## config.mk

```make
export PLATFORM = sky130hd
export DESIGN_NAME = laser_cover_scorer
export DESIGN_NICKNAME = d
export VERILOG_FILES = /design/src/rtl/laser_cover_scorer.sv
export SDC_FILE = /design/constraint.sdc
export NUM_CORES = 1
export LEC_CHECK = 0
export CAP_MARGIN = 5
export CORE_UTILIZATION = 30
export CTS_CLUSTER_DIAMETER = 50
export CTS_CLUSTER_SIZE = 30
export DETAILED_ROUTE_END_ITERATION = 6
export REMOVE_ABC_BUFFERS = 1
export SYNTH_ARGS = -nofsm -noshare
export SYNTH_HDL_FRONTEND = slang
export SYNTH_SLANG_ARGS = --single-unit
```

## constraint.sdc

```tcl
create_clock -name CLK -period 15 [get_ports CLK]
set_input_delay 3 -clock CLK [delete_from_list [all_inputs] [get_ports CLK]]
set_output_delay 3 -clock CLK [all_outputs]
set_load 0.005 [all_outputs]
```

## src/rtl/laser_cover_scorer.sv

```systemverilog
// Downstream checker for the two-circle laser placement engine: snoops the point
// stream, latches C1/C2 on the engine's DONE rising edge and counts covered points.
module laser_cover_scorer #(
    parameter int NPTS = 40,
    parameter int R2   = 16
) (
    input  logic       CLK,
    input  logic       RST,
    input  logic       IN_VALID,
    input  logic [3:0] X,
    input  logic [3:0] Y,
    input  logic       DONE,
    input  logic [3:0] C1X,
    input  logic [3:0] C1Y,
    input  logic [3:0] C2X,
    input  logic [3:0] C2Y,
    output logic [5:0] SCORE,
    output logic       SCORE_VALID,
    output logic       ERR,
    output logic       BUSY
);

    localparam int              CNT_W  = $clog2(NPTS + 1);
    localparam logic [CNT_W-1:0] NPTS_C = CNT_W'(NPTS);
    localparam logic [CNT_W-1:0] LAST_C = CNT_W'(NPTS - 1);
    localparam logic [8:0]       R2_C   = 9'(R2);

    typedef enum logic [1:0] {
        S_CAPTURE,
        S_SCORE,
        S_OUT
    } state_t;

    state_t           state;
    logic [CNT_W-1:0] count;
    logic [CNT_W-1:0] idx;
    logic [5:0]       acc;
    logic             err_r;
    logic             done_q;

    logic [3:0] px [NPTS];
    logic [3:0] py [NPTS];
    logic [3:0] c1x, c1y, c2x, c2y;

    logic             rise;
    logic             store;
    logic [CNT_W-1:0] cnt_post;
    logic [3:0]       px_cur, py_cur;
    logic [8:0]       d1, d2;
    logic             cov;

    // Squared Euclidean distance on 4-bit unsigned coordinates; max 450 fits 9 bits.
    function automatic logic [8:0] dist2(input logic [3:0] ax, input logic [3:0] ay,
                                         input logic [3:0] bx, input logic [3:0] by);
        logic [3:0] dx, dy;
        logic [7:0] sx, sy;
        dx = (ax >= bx) ? (ax - bx) : (bx - ax);
        dy = (ay >= by) ? (ay - by) : (by - ay);
        sx = 8'(dx) * 8'(dx);
        sy = 8'(dy) * 8'(dy);
        return 9'(sx) + 9'(sy);
    endfunction

    assign rise     = DONE & ~done_q;
    assign store    = (state == S_CAPTURE) && IN_VALID && (count < NPTS_C);
    // The full-frame test on a DONE edge must see a point stored in the same cycle.
    assign cnt_post = store ? (count + 1'b1) : count;

    assign px_cur = px[idx];
    assign py_cur = py[idx];
    assign d1     = dist2(px_cur, py_cur, c1x, c1y);
    assign d2     = dist2(px_cur, py_cur, c2x, c2y);
    assign cov    = (d1 <= R2_C) | (d2 <= R2_C);

    assign BUSY = (state == S_SCORE);

    // Point storage and latched circle centres carry no reset.
    always_ff @(posedge CLK) begin
        if (store) begin
            px[count] <= X;
            py[count] <= Y;
        end
        if ((state == S_CAPTURE) && rise) begin
            c1x <= C1X;
            c1y <= C1Y;
            c2x <= C2X;
            c2y <= C2Y;
        end
    end

    always_ff @(posedge CLK) begin
        if (RST) begin
            state       <= S_CAPTURE;
            count       <= '0;
            idx         <= '0;
            acc         <= '0;
            err_r       <= 1'b0;
            done_q      <= 1'b1;
            SCORE       <= '0;
            SCORE_VALID <= 1'b0;
            ERR         <= 1'b0;
        end else begin
            done_q      <= DONE;
            SCORE_VALID <= 1'b0;
            ERR         <= 1'b0;
            case (state)
                S_CAPTURE: begin
                    count <= cnt_post;
                    if (rise) begin
                        idx <= '0;
                        acc <= '0;
                        if (cnt_post == NPTS_C) begin
                            state <= S_SCORE;
                        end else begin
                            err_r <= 1'b1;
                            state <= S_OUT;
                        end
                    end
                end
                S_SCORE: begin
                    acc <= acc + {5'b0, cov};
                    idx <= idx + 1'b1;
                    if (idx == LAST_C) begin
                        state <= S_OUT;
                    end
                end
                S_OUT: begin
                    SCORE       <= acc;
                    SCORE_VALID <= 1'b1;
                    ERR         <= err_r;
                    err_r       <= 1'b0;
                    count       <= '0;
                    state       <= S_CAPTURE;
                end
                default: state <= S_CAPTURE;
            endcase
        end
    end

endmodule

```

Word-level counts from Yosys, hierarchy flattened

Memories as Yosys holds them, arrays and structs flattened. A register that Yosys moved wholly into a read port is not among the register bits.
Cells that the tools add are included.

Reduce and logical (&&, ||, !) cells: 10
Multipliers: 4
Add/subtract/negate cells: 13
Multiplexer cells: 23
Eq/ne operators: 7
$lt $le $gt $ge: 7
Bitwise gates (word level): 4

Operator list:

| cell                                                           | number |
|---|---|
| two-way mux 6 bit                                              | 6 |
| one-hot mux 6 bit (2 select lines)                             | 3 |
| multiplier 4 x 4 -> 8 bit                                      | 4 |
| subtractor 4 bit                                               | 8 |
| adder 8 x 8 -> 9 bit                                           | 2 |
| less-or-equal comparator 9 x 5 -> 1 bit, second input constant | 2 |
| greater-or-equal comparator 4 bit                              | 4 |
| two-way mux 4 bit                                              | 4 |
| adder 6 x 1 -> 6 bit, second input constant                    | 2 |
| equality test 6 bit, second input constant                     | 2 |
| adder 6 x 1 -> 6 bit                                           | 1 |
| less-than comparator 6 bit, second input constant              | 1 |
| two-way mux 2 bit                                              | 3 |
| two-way mux 1 bit                                              | 5 |
| inequality test 2 bit, second input constant                   | 2 |
| one-hot mux 2 bit (2 select lines)                             | 1 |
| AND reduction 2 bit                                            | 2 |
| nonzero test 2 bit                                             | 2 |
| logical AND 1 bit                                              | 3 |
| AND reduction 3 bit                                            | 1 |
| equality test 2 x 1 -> 1 bit, second input constant            | 1 |
| equality test 2 bit, second input constant                     | 1 |
| zero test 2 bit                                                | 1 |
| inequality test 2 x 1 -> 1 bit, second input constant          | 1 |
| 5 further kinds                                                | 6 |

Register bits: 46
Memories kept: 2
Bits in writable memories: 320
Bits of input ports: 28
Logic and storage cells: 83

Memory list:

| memory | words | bits a word | read ports | clocked after Yosys merged registers in | wr ports | line | RTL |
|---|---|---|---|---|---|---|---|
| px     | 40    | 4           | 1          | 1                                       | 1        | 41   | `logic [3:0] px [NPTS];` |
| py     | 40    | 4           | 1          | 1                                       | 1        | 42   | `logic [3:0] py [NPTS];` |

Logic depth before layout (Yosys ltp)

Gate-level depths: netlist of the first run.

Word-level depth: 8
Mapped depth: 36
Gate-level depth less buffers: 34

Worst setup path before layout of the first run

OpenSTA, ideal clock, no wires.

Path kind: flip-flop to flip-flop
Start point: register with a tool-made name
End point: register acc[5]
Stages on the path, launching flop included: 32
Path slack: 7388 ps
Buffers on the path: 2
Setup time: 91 ps
Arrival: 7521 ps
Cells stage by stage: dfxtp_1 clkbuf_8 buf_2 mux4_2 a21oi_1 o21ai_0 o21ai_1 inv_1 fa_1 a21oi_1 nor2_1 or4b_2 a21oi_1 a21o_1 nand2b_1 fa_1 fa_1 fa_1 inv_1 fa_1 ha_1 inv_1 fa_1 xor2_1 o21ai_0 o32ai_1 ha_1 and3_1 nand3_1 nor2_1 nor2_1 a311oi_1

RTL lines:

| element              | line | RTL |
|---|---|---|
| end signal, assigned | 121  | `acc <= acc + {5'b0, cov};` |
| end, declared        | 37   | `logic [5:0] acc;` |

==> out/qor.yml, run 1 <==
grt:
  grt_usage_pct: 12.7
  antenna_found_initial: 3
  grt_pass1_wl_um: 55200
  grt_max_degree: 65
  grt_overflow_total: 0
  grt_pass1_vias: 9294
yosys:
  synth-main-ff-cell: "edfxtp_1"
  synth_area_leaders: "edfxtp_1 (59%), mux4_2 (5.8%), mux4_1 (5.5%), ha_1 (4.8%), dfxtp_1 (4.2%)"
  yosys_warnings: 0
  netlist_area_um2: 17100
  synth_largest_area_cell: "edfxtp_1"
  synth_cells: 1063
  synth_top_area_share_pct: 59.1
  async_flop_share_pct: 0
  avgSynthCellArea_um2: 16.1
  yosysUniqueCellTypes: 55
  ys_seq_elements: 372
  synth_edf_count: 336
  synth-seq-area-share_pct: 63.4
layout:
  n_antenna_cell: 0
  seqCellArea_um2: 10800
  multi_input_area_um2: 5630
  fin_cells: 1881
  area_growth_pct: 12.5
  nNetsFinal: 1225
  layout_commonest_cell: "edfxtp_1"
  drive_above_1_share_pct: 11.6
  mostFrequentLayoutCells: "edfxtp_1 (336), nor2_1 (93), inv_1 (80)"
  final_core_util_pct: 34.1
  fillers: 5363
die:
  core_um2: 56300
  io_pins: 37
  design.die.area_um2: 57800
  start_util_pct: 30.3
  die_h_um: 240
  dieWidth_um: 240
  num_rows: 87
worst_setup_path:
  worstReg2RegEnd: "acc[5]"
  cp.buffers_inverters: 4
  r2r_setup_slack_ns: 5.28
  worstPathRequired_ns: 15.47
  cp_slowest_cell: "buf_4"
  worstSetupPathType: "reg2reg"
  start_kind: "flop"
  cp-end-kind: "flop"
  critPathMaxFanout: 47
  cp_data_arrival_time_ns: 10.19
  slowest_delay_ns: 0.77
  crit_family: "adder cells"
  crit_path_frequent_cell: "fa_1"
  reg2reg_depth: 30
sta:
  timing.final.ws_setup_ns: 5.28
  hold_violations: 0
  maxSlewViolCount: 0
  rsz0062_at_grt: "no"
  fin_worst_skew_ns: 0.0596
  whs_ns: 0.462
  maxSlewHeadroom_pct: 27.8
  min_period_ns: 9.72
  clock.fmax_mhz: 103
  period_share_pct: 64.8
  finalSetupTns_ns: 0
  finalSetupViolCount: 0
  tightest_slew_ns: 1.08
clocking:
  cts_resized: 0
  cts_made_buffers: 30
  holdBufCountCts: 0
  clkTransAtPathRegs_ns: 0.08
  htreeDepth: 1
  cts_setup_buffers: 0
  clockBufferDepth: 3
  clockRootBuffer: "clkbuf_16"
  cts.sinks: 372
  clock_latency_ns: 0.62
  cts_tree: "done"
run_status:
  status: "finished, final reports clean"
routing:
  highest-signal-layer: "met5"
  finalWirelength_um: 36100
  first_pass_iters: 5
  post_drt_via_cell_ratio: 4.81
  via_count: 9050
  drt_first_iter_violations: 659
  drc_errors: 0
  wl_met2_um: 17800
  drtAntennaViolNets: 0
  met1_length_um: 15700
  wl_per_cell_um: 19.2
  wl_met3_um: 1840
power:
  peakVddDrop_uv: 88.7
  pwr_density_cell_nw_per_um2: 121
  power.leakage_nw: 6.40
place:
  gp_congestion: 0.784
  dp_slack_ns: 5.17
  dp.cells: 1825
  dp_hpwl_um: 23600
  io_buffers: 36
min_path:
  worstHoldPathType: "reg2reg"
  hold_path_startpoint: "SCORE[1]"
  holdPathEnd: "SCORE[1]"
  hold_depth: 2
flow_run:
  maxCapViolCount: 0
[per-stage QoR]
stage / power (mW) / instance area, um^2
floorplan: 1.42 / 16700
global placement: 1.52 / 18100
detailed placement: 1.53 / 18100
CTS: 2.35 / 19200
global route: 2.44 / 19200
finish: 2.32 / 19200
[registers in the layout, indices dropped and copies added (netlist names), named ones only]
signal and cells:
done_q 1, acc 6, state 2, py 160
c2x 4, c1y 4, c1x 4, SCORE_VALID 1
ERR 1, px 160, idx 6, c2y 4
err_r 1, count 6, SCORE 6
[layer usage]
metal | up-vias | GRT usage [%]
met4 | 2 | 3.03
met5 | - | 0
met1 | 4613 | 16.7
met3 | 49 | 2.25
met2 | 230 | 21.6
li1 | 4156 | -
[cell type report]
class | count | share of cell area (%)
clock inverter | 23 | 1.51
sequential | 372 | 56.3
tap | 756 | 4.93
inverter | 80 | 1.56
clock buffer | 33 | 4.02
multi-input combinational | 569 | 29.3
timing repair buffer | 48 | 2.35
[report_power, final]
part / switching (mW) / leakage [nW] / total (mW) / internal, mW
sequential: 0.00346 / 3.32 / 1.14 / 1.13
clock: 0.423 / 0.508 / 0.824 / 0.401
combinational: 0.207 / 2.57 / 0.361 / 0.154
total: 0.634 / 6.40 / 2.32 / 1.69
[worst max path at each step]
stage / from / to / slack [ns] / depth (start not counted)
3_5_place_dp: flop / acc[5] / 5.17 / 30
4_1_cts: flop / acc[5] / 5.09 / 30
6_report: flop / acc[5] / 5.28 / 30
3_3_place_gp: flop / acc[5] / 5.28 / 30
2_1_floorplan: flop / acc[5] / 5.28 / 30
5_1_grt: flop / acc[5] / 4.59 / 30
[cell usage after synthesis (all sizes together) (19+ instances only)]
cell type / instances
a21oi: 37
buf: 20
clkbuf: 21
dfxtp: 36
edfxtp: 336
fa: 30
ha: 66
inv: 80
mux2i: 19
mux4: 80
nand2: 41
nor2: 93
nor2b: 24
o21ai: 30
o22ai: 24
[cell families after synthesis]
family                     Yosys count  synth area share (%)
muxes                              105                  12.9
buffers and inverters              122                  3.65
AOI/OAI and AO/OA                  133                  4.77
and+or+nand+nor                    225                  6.49
adders and majority gates           96                  8.36
DFF                                372                  63.4
xor gates and xnor gates            10                 0.513
[worst register-to-register path, delay by kind of cell, from the launching register on]
family                   cells  cell delay (ns)
AND/OR/NAND/NOR              8             1.37
multiplexers                 2             0.85
adder cells (fa/ha/maj)      8             3.37
XOR/XNOR                     1             0.16
flip-flops                   1             0.74
buffers and inverters        4             1.19
AO/OA/AOI/OAI                7             1.90
No activity file was read; power rests on OpenSTA's default activity.
==> inputs of run 2 (changes only) <==
==> constraint.sdc (replaced) <==
create_clock -name CLK -period 8.3 [get_ports CLK]
set_input_delay 1.66 -clock CLK [delete_from_list [all_inputs] [get_ports CLK]]
set_output_delay 1.66 -clock CLK [all_outputs]
set_load 0.005 [all_outputs]
==> out/qor.yml, run 2 (synthesized netlist as in run 1, its figures left out) <==
sta:
  finalSetupTns_ns: 0  # unchanged
  maxSlewHeadroom_pct: 22.7  # was 27.8%
  maxSlewViolCount: 0  # unchanged
  fin_worst_skew_ns: 0.0361  # was 0.0596 ns
  finalSetupViolCount: 0  # unchanged
  hold_violations: 0  # unchanged
  tightest_slew_ns: 1.16  # was 1.08 ns
  rsz0062_at_grt: "no"  # unchanged
  clock.fmax_mhz: 127  # was 103 MHz
  min_period_ns: 7.87  # was 9.72 ns
  period_share_pct: 94.8  # was 64.8%
  whs_ns: 0.447  # was 0.462 ns
routing:
  drc_errors: 0  # unchanged
  drtAntennaViolNets: 0  # unchanged
  wl_met3_um: 1340  # was 1840 um
  wl_met2_um: 18100  # was 17800 um
  wl_per_cell_um: 19.3  # was 19.2 um
  drt_first_iter_violations: 761  # was 659
  post_drt_via_cell_ratio: 4.77  # was 4.81
  via_count: 9189  # was 9050
  highest-signal-layer: "met4"  # was met5
  finalWirelength_um: 37100  # was 36100 um
  first_pass_iters: 5  # unchanged
  met1_length_um: 16700  # was 15700 um
worst_setup_path:
  reg2reg_depth: 32  # was 30
  worstReg2RegEnd: "acc[5]"  # unchanged
  crit_family: "adder cells"  # unchanged
  cp-end-kind: "flop"  # unchanged
  crit_path_frequent_cell: "fa_1"  # unchanged
  start_kind: "flop"  # unchanged
  r2r_setup_slack_ns: 0.43  # was 5.28 ns
  slowest_delay_ns: 0.54  # was 0.77 ns
  cp.buffers_inverters: 7  # was 4
  cp_slowest_cell: "fa_1"  # was buf_4
  worstPathRequired_ns: 8.79  # was 15.47 ns
  cp_data_arrival_time_ns: 8.36  # was 10.19 ns
  critPathMaxFanout: 8  # was 47
  worstSetupPathType: "reg2reg"  # unchanged
grt:
  grt_pass1_wl_um: 55600  # was 55200 um
  grt_overflow_total: 0  # unchanged
  antenna_found_initial: 0  # was 3
  grt_usage_pct: 12.8  # was 12.7%
  grt_max_degree: 46  # was 65
  grt_pass1_vias: 9287  # was 9294
min_path:
  hold_depth: 2  # unchanged
  worstHoldPathType: "reg2reg"  # unchanged
  hold_path_startpoint: "err_r"  # was SCORE[1]
  holdPathEnd: "ERR"  # was SCORE[1]
die:
  start_util_pct: 30.3  # unchanged
  core_um2: 56300  # unchanged
  design.die.area_um2: 57800  # unchanged
  dieWidth_um: 240  # unchanged
  die_h_um: 240  # unchanged
  num_rows: 87  # unchanged
  io_pins: 37  # unchanged
clocking:
  cts.sinks: 372  # unchanged
  clockBufferDepth: 3  # unchanged
  htreeDepth: 1  # unchanged
  cts_tree: "done"  # unchanged
  cts_made_buffers: 31  # was 30
  holdBufCountCts: 0  # unchanged
  clockRootBuffer: "clkbuf_16"  # unchanged
  clock_latency_ns: 0.61  # was 0.62 ns
  clkTransAtPathRegs_ns: 0.09  # was 0.08 ns
power:
  total_power_mw: 4.38  # was 2.32 mW
  power.leakage_nw: 6.72  # was 6.40 nW
  peakVddDrop_uv: 160  # was 88.7 uV
  pwr_density_cell_nw_per_um2: 218  # was 121 nW/um^2
layout:
  nNetsFinal: 1269  # was 1225
  mostFrequentLayoutCells: "edfxtp_1 (336), nor2_1 (91), inv_1 (77)"  # was edfxtp_1 (336), nor2_1 (93), inv_1 (80)
  fin_cells: 1925  # was 1881
  final_core_util_pct: 35.7  # was 34.1%
  drive_above_1_share_pct: 20.0  # was 11.6%
  area_growth_pct: 17.6  # was 12.5%
  n_antenna_cell: 0  # unchanged
  largestRegisters: "px (160), py (160)"  # unchanged
  layout_commonest_cell: "edfxtp_1"  # unchanged
place:
  dp_hpwl_um: 24300  # was 23600 um
  gp_congestion: 0.786  # was 0.784
  io_buffers: 36  # unchanged
  dp.cells: 1851  # was 1825
flow_run:
  maxCapViolCount: 0  # unchanged
run_status:
  status: "finished, final reports clean"  # unchanged
-- run 2: power breakdown --
part / switching (mW) / total [mW] / internal, mW
Clock: 0.791 / 1.57 / 0.780
Combinational: 0.419 / 0.752 / 0.333
Sequential: 0.00606 / 2.05 / 2.05
Total: 1.22 / 4.38 / 3.16
-- run 2: repair_timing --
item | CTS | global route
setup buffers | 3 | 13
pin swaps | 0 | 23
setup endpoints to repair | 3 | 6
cloned | 1 | 0
resized for setup | 3 | 83
-- run 2: area by class of cell --
cell class,instances,area [um^2]
clock buffers,32,779
multi-input cells,569,6000
fillers,5281,36200
well taps,756,946
repair buffers,91,892
flip-flops and latches,372,10800
clock inverters,25,339
inverters,80,300
-- run 2: per-layer routing --
metal / vias up / global-route usage [%]
met2: 164 / 21.4
met4: 0 / 3.76
li1: 4234 / -
met3: 57 / 1.76
met5: - / 0
met1: 4734 / 17.3
-- run 2: per-stage QoR --
step,setup slack (ns),instance area [um^2]
2_1_floorplan,-1.42,16700
3_3_place_gp,-0.00869,18400
3_5_place_dp,-0.0666,18400
4_1_cts,0.0762,19600
5_1_grt,0.0182,20100
6_report,0.430,20100
-- run 2: worst max-delay path by stage --
stage,startpoint,endpoint,slack [ns],depth (start not counted)
floorplan,flop,acc[5],-1.42,30
global placement,flop,acc[5],-0.009,31
detailed placement,flop,acc[5],-0.07,31
CTS,flop,acc[5],0.08,31
global route,flop,acc[5],0.02,32
finish,flop,acc[5],0.43,32
-- run 2: tightest hold or removal path: stages, from the launching register on --
cell and delay, ns:
dfxtp_1 0.30, nand2b_1 0.09, nor2_1 0.04
